**src/rtl/i2c_slave.sv**
```systemverilog
// 7-bit-address I2C target: oversampled SCL/SDA, START/STOP detection,
// write bytes onto a valid/ready stream, read bytes from a load interface.
module i2c_slave #(
  parameter logic [6:0] SLAVE_ADDR  = 7'h50,
  parameter int         SYNC_STAGES = 2
) (
  input  logic       clk,
  input  logic       rst,
  input  logic       scl_i,
  input  logic       sda_i,
  output logic       sda_oe,
  output logic [7:0] rx_data,
  output logic       rx_valid,
  input  logic       rx_ready,
  input  logic [7:0] tx_data,
  output logic       tx_taken,
  output logic       busy
);

  typedef enum logic [2:0] {
    IDLE, ADDR, ADDR_ACK, WR_DATA, WR_ACK, RD_DATA, RD_ACK, WAIT_STOP
  } state_t;

  state_t                 state;
  logic [SYNC_STAGES-1:0] scl_sync, sda_sync;
  logic                   scl_q, sda_q, scl_prev, sda_prev;
  logic                   scl_rise, scl_fall, start_det, stop_det;
  logic [2:0]             bit_cnt;
  logic [6:0]             shift;
  logic [6:0]             tx_shift;
  logic                   rw, byte_done, ack_ok;

  // Synchronizers reset to the idle-bus level so reset release makes no false edges
  always_ff @(posedge clk or posedge rst) begin
    if (rst) begin
      scl_sync <= '1;
      sda_sync <= '1;
      scl_prev <= 1'b1;
      sda_prev <= 1'b1;
    end else begin
      scl_sync <= {scl_sync[SYNC_STAGES-2:0], scl_i};
      sda_sync <= {sda_sync[SYNC_STAGES-2:0], sda_i};
      scl_prev <= scl_q;
      sda_prev <= sda_q;
    end
  end

  assign scl_q     = scl_sync[SYNC_STAGES-1];
  assign sda_q     = sda_sync[SYNC_STAGES-1];
  assign scl_rise  = scl_q & ~scl_prev;
  assign scl_fall  = ~scl_q & scl_prev;
  assign start_det = scl_q & sda_prev & ~sda_q;
  assign stop_det  = scl_q & ~sda_prev & sda_q;
  assign busy      = (state != IDLE);

  // byte_done marks "byte finished on scl_rise, act on the following scl_fall"
  always_ff @(posedge clk or posedge rst) begin
    if (rst) begin
      state     <= IDLE;
      bit_cnt   <= 3'd0;
      shift     <= 7'd0;
      tx_shift  <= 7'd0;
      rw        <= 1'b0;
      byte_done <= 1'b0;
      ack_ok    <= 1'b0;
      sda_oe    <= 1'b0;
      rx_data   <= 8'd0;
      rx_valid  <= 1'b0;
      tx_taken  <= 1'b0;
    end else begin
      rx_valid <= 1'b0;
      tx_taken <= 1'b0;
      if (start_det) begin
        state     <= ADDR;
        bit_cnt   <= 3'd0;
        byte_done <= 1'b0;
        sda_oe    <= 1'b0;
      end else if (stop_det) begin
        state     <= IDLE;
        byte_done <= 1'b0;
        sda_oe    <= 1'b0;
      end else begin
        case (state)
          IDLE: sda_oe <= 1'b0;
          ADDR: begin
            if (scl_rise && !byte_done) begin
              shift   <= {shift[5:0], sda_q};
              bit_cnt <= bit_cnt + 3'd1;
              if (bit_cnt == 3'd7) begin
                if (shift == SLAVE_ADDR) begin
                  rw        <= sda_q;
                  byte_done <= 1'b1;
                end else begin
                  state <= WAIT_STOP;
                end
              end
            end else if (scl_fall && byte_done) begin
              byte_done <= 1'b0;
              sda_oe    <= 1'b1;
              state     <= ADDR_ACK;
            end
          end
          ADDR_ACK: begin
            if (scl_fall) begin
              if (rw) begin
                tx_shift <= tx_data[6:0];
                tx_taken <= 1'b1;
                sda_oe   <= ~tx_data[7];
                bit_cnt  <= 3'd0;
                state    <= RD_DATA;
              end else begin
                sda_oe <= 1'b0;
                state  <= WR_DATA;
              end
            end
          end
          WR_DATA: begin
            if (scl_rise && !byte_done) begin
              shift   <= {shift[5:0], sda_q};
              bit_cnt <= bit_cnt + 3'd1;
              if (bit_cnt == 3'd7) begin
                rx_data   <= {shift, sda_q};
                rx_valid  <= 1'b1;
                ack_ok    <= rx_ready;
                byte_done <= 1'b1;
              end
            end else if (scl_fall && byte_done) begin
              byte_done <= 1'b0;
              if (ack_ok) begin
                sda_oe <= 1'b1;
                state  <= WR_ACK;
              end else begin
                state <= WAIT_STOP;
              end
            end
          end
          WR_ACK: begin
            if (scl_fall) begin
              sda_oe  <= 1'b0;
              bit_cnt <= 3'd0;
              state   <= WR_DATA;
            end
          end
          // Bit 7 is already on the bus on entry; each fall moves to the next bit
          RD_DATA: begin
            if (scl_fall) begin
              if (bit_cnt == 3'd7) begin
                sda_oe  <= 1'b0;
                bit_cnt <= 3'd0;
                state   <= RD_ACK;
              end else begin
                sda_oe   <= ~tx_shift[6];
                tx_shift <= {tx_shift[5:0], 1'b0};
                bit_cnt  <= bit_cnt + 3'd1;
              end
            end
          end
          RD_ACK: begin
            if (scl_rise && !byte_done) begin
              if (sda_q) state <= WAIT_STOP;
              else       byte_done <= 1'b1;
            end else if (scl_fall && byte_done) begin
              byte_done <= 1'b0;
              tx_shift  <= tx_data[6:0];
              tx_taken  <= 1'b1;
              sda_oe    <= ~tx_data[7];
              state     <= RD_DATA;
            end
          end
          WAIT_STOP: sda_oe <= 1'b0;
          default: begin
            sda_oe <= 1'b0;
            state  <= IDLE;
          end
        endcase
      end
    end
  end

endmodule

```
**config.mk**
```make
export PLATFORM = sky130hd
export DESIGN_NAME = i2c_slave
export DESIGN_NICKNAME = d
export VERILOG_FILES = /design/src/rtl/i2c_slave.sv
export SDC_FILE = /design/constraint.sdc
export NUM_CORES = 1
export LEC_CHECK = 0
export ABC_AREA = 1
export CAP_MARGIN = 20
export CORE_MARGIN = 8
export CORE_UTILIZATION = 27
export CTS_CLUSTER_DIAMETER = 200
export DETAILED_ROUTE_END_ITERATION = 10
export GPL_ROUTABILITY_DRIVEN = 0
export SLEW_MARGIN = 20
export SYNTH_ARGS = -nofsm -noshare
export SYNTH_HDL_FRONTEND = slang
export SYNTH_SLANG_ARGS = --single-unit
```
**constraint.sdc**
```tcl
create_clock -name clk -period 2.25 [get_ports clk]
set_clock_uncertainty 0.2 [all_clocks]
set_input_delay 0.45 -clock clk [delete_from_list [all_inputs] [get_ports clk]]
set_output_delay 0.45 -clock clk [all_outputs]
set_load 0.005 [all_outputs]
```
### Word level (Yosys, flattened, before mapping)

Cells that the tools add are included.

* register bits: 40
* bits in latches: 0
* bits in writable memories: 0
* memory bits (read-only): 0
* input port bits: 13
* output and inout bits: 12
* word-level logic and storage cells: 161
* memories kept: 0

* add/subtract/negate cells: 1
* $mul: 0
* div/mod/pow operators: 0
* magnitude comparators: 0
* eq/ne operators: 40
* shift-type cells: 0
* muxes and demuxes: 72
* bitwise operators: 14
* reduce and logical (&&, ||, !) cells: 19

Operators with widths (number)
* two-way mux 3 bit: 24
* inequality test 4 bit (second input constant): 11
* two-way mux 7 bit: 6
* inequality test 5 bit (second input constant): 8
* two-way mux 1 bit: 35
* one-hot mux 7 bit (3 select lines): 1
* one-hot mux 3 bit (6 select lines): 1
* equality test 3 bit (second input constant): 5
* inequality test 2 bit (second input constant): 7
* inequality test 3 bit (second input constant): 4
* one-hot mux 3 bit (4 select lines): 1
* AND reduction 12 bit: 1
* AND reduction 10 bit: 1
* AND reduction 5 bit: 2
* nonzero test 5 bit: 2
* AND reduction 9 bit: 1
* inverter 1 bit: 8
* nonzero test 8 bit: 1
* equality test 7 bit (second input constant): 1
* one-hot mux 1 bit (7 select lines): 1
* AND reduction 7 bit: 1
* bitwise AND 1 bit: 6
* equality test 3 x 2 -> 1 bit (second input constant): 2
* AND reduction 6 bit: 1
* 12 further kinds: 15

### Logic depth before layout (Yosys ltp)

* depth after elaboration: 8
* depth in mapped cells: 12

### Worst setup path after synthesis

Ideal clock, no wire load.

* path type: reg2reg
* start point: register sda_sync[1]
* end point: register tx_shift[1]
* arrival time: 1458 ps
* required time: 1928 ps
* slack: 471 ps
* stages on the path, launching flop included: 11
* buffers on the path: 1
* cell sequence: dfstp_2 -> inv_2 -> nand3_4 -> nand2_4 -> inv_4 -> nand2_2 -> a21oi_2 -> o211ai_2 -> buf_6 -> nand2_1 -> o21ai_2

* word-level cells in the longest chain between the ends: 4

Ends and longest elaborated chain
* from (decl): RTL line 25 `logic [SYNC_STAGES-1:0] scl_sync, sda_sync;`
* from (signal assigned): RTL line 42 `sda_sync <= {sda_sync[SYNC_STAGES-2:0], sda_i};`
* inverter 1 bit: RTL line 52 `assign start_det = scl_q & sda_prev & ~sda_q;`
* bitwise AND 1 bit: RTL line 52
* inverter 1 bit (no line)
* AND reduction 9 bit (no line) (*)
* to (signal assigned): RTL line 106 `tx_shift <= tx_data[6:0];`
* to (signal assigned): RTL line 153 `tx_shift <= {tx_shift[5:0], 1'b0};`
* to (signal assigned): RTL line 164 `tx_shift <= tx_data[6:0];`
* to (decl): RTL line 30 `logic [6:0] tx_shift;`

Every way passes the cells marked *; elsewhere a longest branch is shown, timed or not.
A chain may end at the register's enable or synchronous reset.

### Final worst setup path

* start point: register state[1]
* end point: output busy

* word-level cells in the longest chain between the ends: 1

Ends and longest elaborated chain
* from (decl): RTL line 24 `state_t state;`
* from (signal assigned): RTL line 59 `state <= IDLE;`
* from (signal assigned): RTL line 74 `state <= ADDR;`
* from (signal assigned): RTL line 79 `state <= IDLE;`
* nonzero test 3 bit: RTL line 54 `assign busy = (state != IDLE);`
* to (decl): RTL line 17 `output logic busy`

Every way passes these cells.

==> summary.md <==
| Metric | Value |
|---|---|
| Outcome | completed |
| Clock network fraction of design power | 18.6% |
| Worst Path Required | 1600 ps |
| First-pass GRT wire length | 8.12 mm |
| Max-cap violations | 0 |
| CTS clk-pin slew, worst paths | 80 ps |
| Total iterations of the first detailed-routing run | 4 |
| Worst hold path type | flop to flop |
| Top cells by area, synth | dfrtp_1, nand2_1, dfstp_2 |
| Sw Pwr | 1.14 mW |
| Core ar. | 8050 um^2 |
| DR vias/cell | 4.51 |
| Register bit count reported by yosys | 40 |
| Uppermost layer routed | met4 |
| WS Path Type | flop to output pin |
| Vias in the first global route | 1826 |
| R2R Path End | tx_shift[1] |
| Die area | 11200 um^2 |
| M1 wire length | 2.18 mm |
| Inserted Clock Buffers | 5 |
| Slew @ Worst Pin | 713 ps |
| N_diodes | 0 |
| Period utilization | 95.7% |
| CP Cell Sequence | nor2_1 > nand2_1 > clkdlybuf4s50_1 |
| DRT Wirelength | 4.74 mm |
| Effective utilization at floorplan | 27.2% |
| Rel. slew slack | 52.3% |
| # setup viols final | 0 |
| Cell area after synthesis | 2190 um^2 |
| Synth Warn # | 0 |
| Clock sink count | 40 |
| Antenna viol nets, final | 0 |
| Peak VDD IR | 0.343 mV |
| Final-layout fill cell count | 837 |
| Setup bufs post-CTS | 0 |
| Internal power | 1.57 mW |
| Sequential area share after synthesis | 46.1% |
| Layout area overhead | 20.4% |
| Kind of start point of the critical path | flop |
| R2r startpoint | sda_sync[1] |
| Area share of the largest cell type after synthesis | 38.9% |
| Switch share | 41.9% |
| Reg2Reg Depth | 9 |
| Die Ht | 106 um |
| Hold Path Stages | 0 |
| Row count | 33 |
| Count of final hold-check violations | 0 |
| Clock tree buffer depth | 2 |
| Max stage delay on crit path | 530 ps |
| # IOs | 25 |
| FF+latch area | 1010 um^2 |
| CTS tree | done |
| Buf/Inv on CP | 1 |
| Final Slew Violations | 0 |
| Final HPWL DP | 3.54 mm |
| Slowest stage cell on the critical path | dfrtp_1 |
| WL/cell | 11.9 um |
| GR Overflow Total | 0 |
| Crit-path leading delay family | flip-flops |
| Unrepaired setup endpoints after global routing | false |
| Largest net degree at the start of global routing | 41 |
| Area leader, netlist | dfrtp_1 |
| CTS root buf | clkbuf_8 |
| Footprint of the multi-input gates | 1010 um^2 |
| Fin crit period | 2150 ps |
| Synth Instances | 266 |
| Sum Neg Setup Slack | 0 ps |
| Share of cells above drive strength 1 | 18.4% |
| Lkg Pwr | 1.22 nW |
| Setup crit end kind | output pin |
| Residual DRC | 0 |
| Synthesized area per cell | 8.23 um^2 |
| Post-Place Setup Slack | 183 ps |
| Critical-path maximum fanout | 10 |
| Reg power frac | 38.2% |
| Metal2 WL | 2.20 mm |
| Synth cell types | 33 |
| Initial antenna violation count | 0 |
| Die Width | 106 um |
| H-tree levels | 2 |
| CP Data Arrival Time | 1500 ps |
| # nets final | 308 |
| DR WL met3 | 252 um |
| Port bufs | 24 |
| Mapped Nets | 281 |
| Power Density | 1030 nW/um^2 |
| Worst hold margin | 157 ps |
| Tot GR Track Use | 8.75% |
| Max Freq | 465 MHz |
| Flop-to-flop setup slack | 170 ps |
| Vias | 1801 |
| Clock Latency Late Sink | 290 ps |
| Hold Startpoint | sda_sync[0] |
| Comb pwr share | 43.2% |
| Final WS setup | 97.5 ps |
| Initial DRC Count | 187 |
| Hold Path End | sda_sync[1] |
## timing repair
| action | in CTS | in global routing |
|---|---|---|
| setup endpoints to repair | 0 | 1 |
| hold buffers | 0 | 0 |
| gates resized for setup | 0 | 1 |
## layout by cell type (no fill, tap or decap), drive strengths merged, types with 2 or more instances in the layout
master and count:
clkbuf 7, buf 3, nor3 5, clkdlybuf4s50 24
dfstp 6, mux2i 6, dfrtp 34, o21ai 32
a21oi 4, o211ai 2, inv 29, nor2 27
ha 2, nand3 27, nand2 76, nand4 4
## cells in the mapped netlist, drive strengths merged
| cell type | number |
|---|---|
| nand2 | 76 |
| a211oi | 1 |
| a21oi | 4 |
| o211ai | 2 |
| buf | 7 |
| nor3 | 5 |
| nor2 | 27 |
| ha | 2 |
| nand4 | 4 |
| inv | 29 |
| nand3 | 27 |
| o21bai | 1 |
| mux2i | 6 |
| dfstp | 6 |
| dfrtp | 34 |
| o32ai | 1 |
| o22ai | 1 |
| or2 | 1 |
| o21ai | 32 |
## metrics by stage
stage	area (um^2)	power [mW]	std cells	utilization, %
floorplan	2190	1.98	266	-
global placement	2540	2.20	391	31.6
detailed placement	2540	2.21	391	31.6
CTS	2640	2.73	399	32.7
global route	2640	2.94	399	32.7
finish	2640	2.71	399	32.7
## worst reg2reg max path: stages, from the launching register on
cell and delay [ps]:
dfstp_2 590, inv_2 80, nand3_4 130, nand2_4 90, inv_4 120, nand2_2 70, a21oi_2 120, o211ai_2 310
nand2_1 180, o21ai_2 60
## flip-flops by register name (all words and copies together), names as in the netlist, 2 cells and up
signal and flops:
rx_data 8, state 3, shift 7, bit_cnt 3
tx_shift 7, scl_sync 2, sda_sync 2
## cell families after synthesis
logic type | Yosys count | share of synthesized area (%)
AO/OA/AOI/OAI | 42 | 13.1
adder cells (fa/ha/maj) | 2 | 1.14
buffers and inverters | 36 | 7.60
flip-flops | 40 | 46.1
multiplexers | 6 | 2.74
AND/OR/NAND/NOR | 140 | 29.4
## power groups by stage
stage | logic, mW | registers (mW) | clock network, mW
2_1_floorplan | 1.01 | 0.964 | 0
3_3_place_gp | 1.16 | 1.05 | 0
3_5_place_dp | 1.16 | 1.05 | 0
4_1_cts | 1.17 | 1.03 | 0.526
5_1_grt | 1.34 | 1.06 | 0.546
6_report | 1.17 | 1.04 | 0.505
## worst max-delay path by stage
stage                     start           to  cells past startpoint  slack [ps]
global route        sda_sync[1]  tx_shift[2]                      9           5
detailed placement  sda_sync[1]  tx_shift[2]                      9         180
floorplan           sda_sync[1]  tx_shift[1]                     10         470
global placement    scl_sync[1]  tx_shift[0]                      6         220
CTS                    state[2]         busy                      3          50
finish                 state[1]         busy                      3         100
## area by class of cell
type                            count  share of cell area (%)
Multi-Input combinational cell    190                    38.5
Sequential cell                    40                    38.3
Timing Repair Buffer               27                    10.4
Tap cell                          105                    4.98
Inverter                           29                    4.22
Clock buffer                        7                    3.27
Clock inverter                      1                   0.285
## routing by layer
layer	GRT usage (%)	up-vias
li1	-	925
met1	10.7	817
met2	13.8	50
met3	2.48	9
met4	4.42	0
met5	0	-
Note: power is estimated with default switching activity, not from simulation.
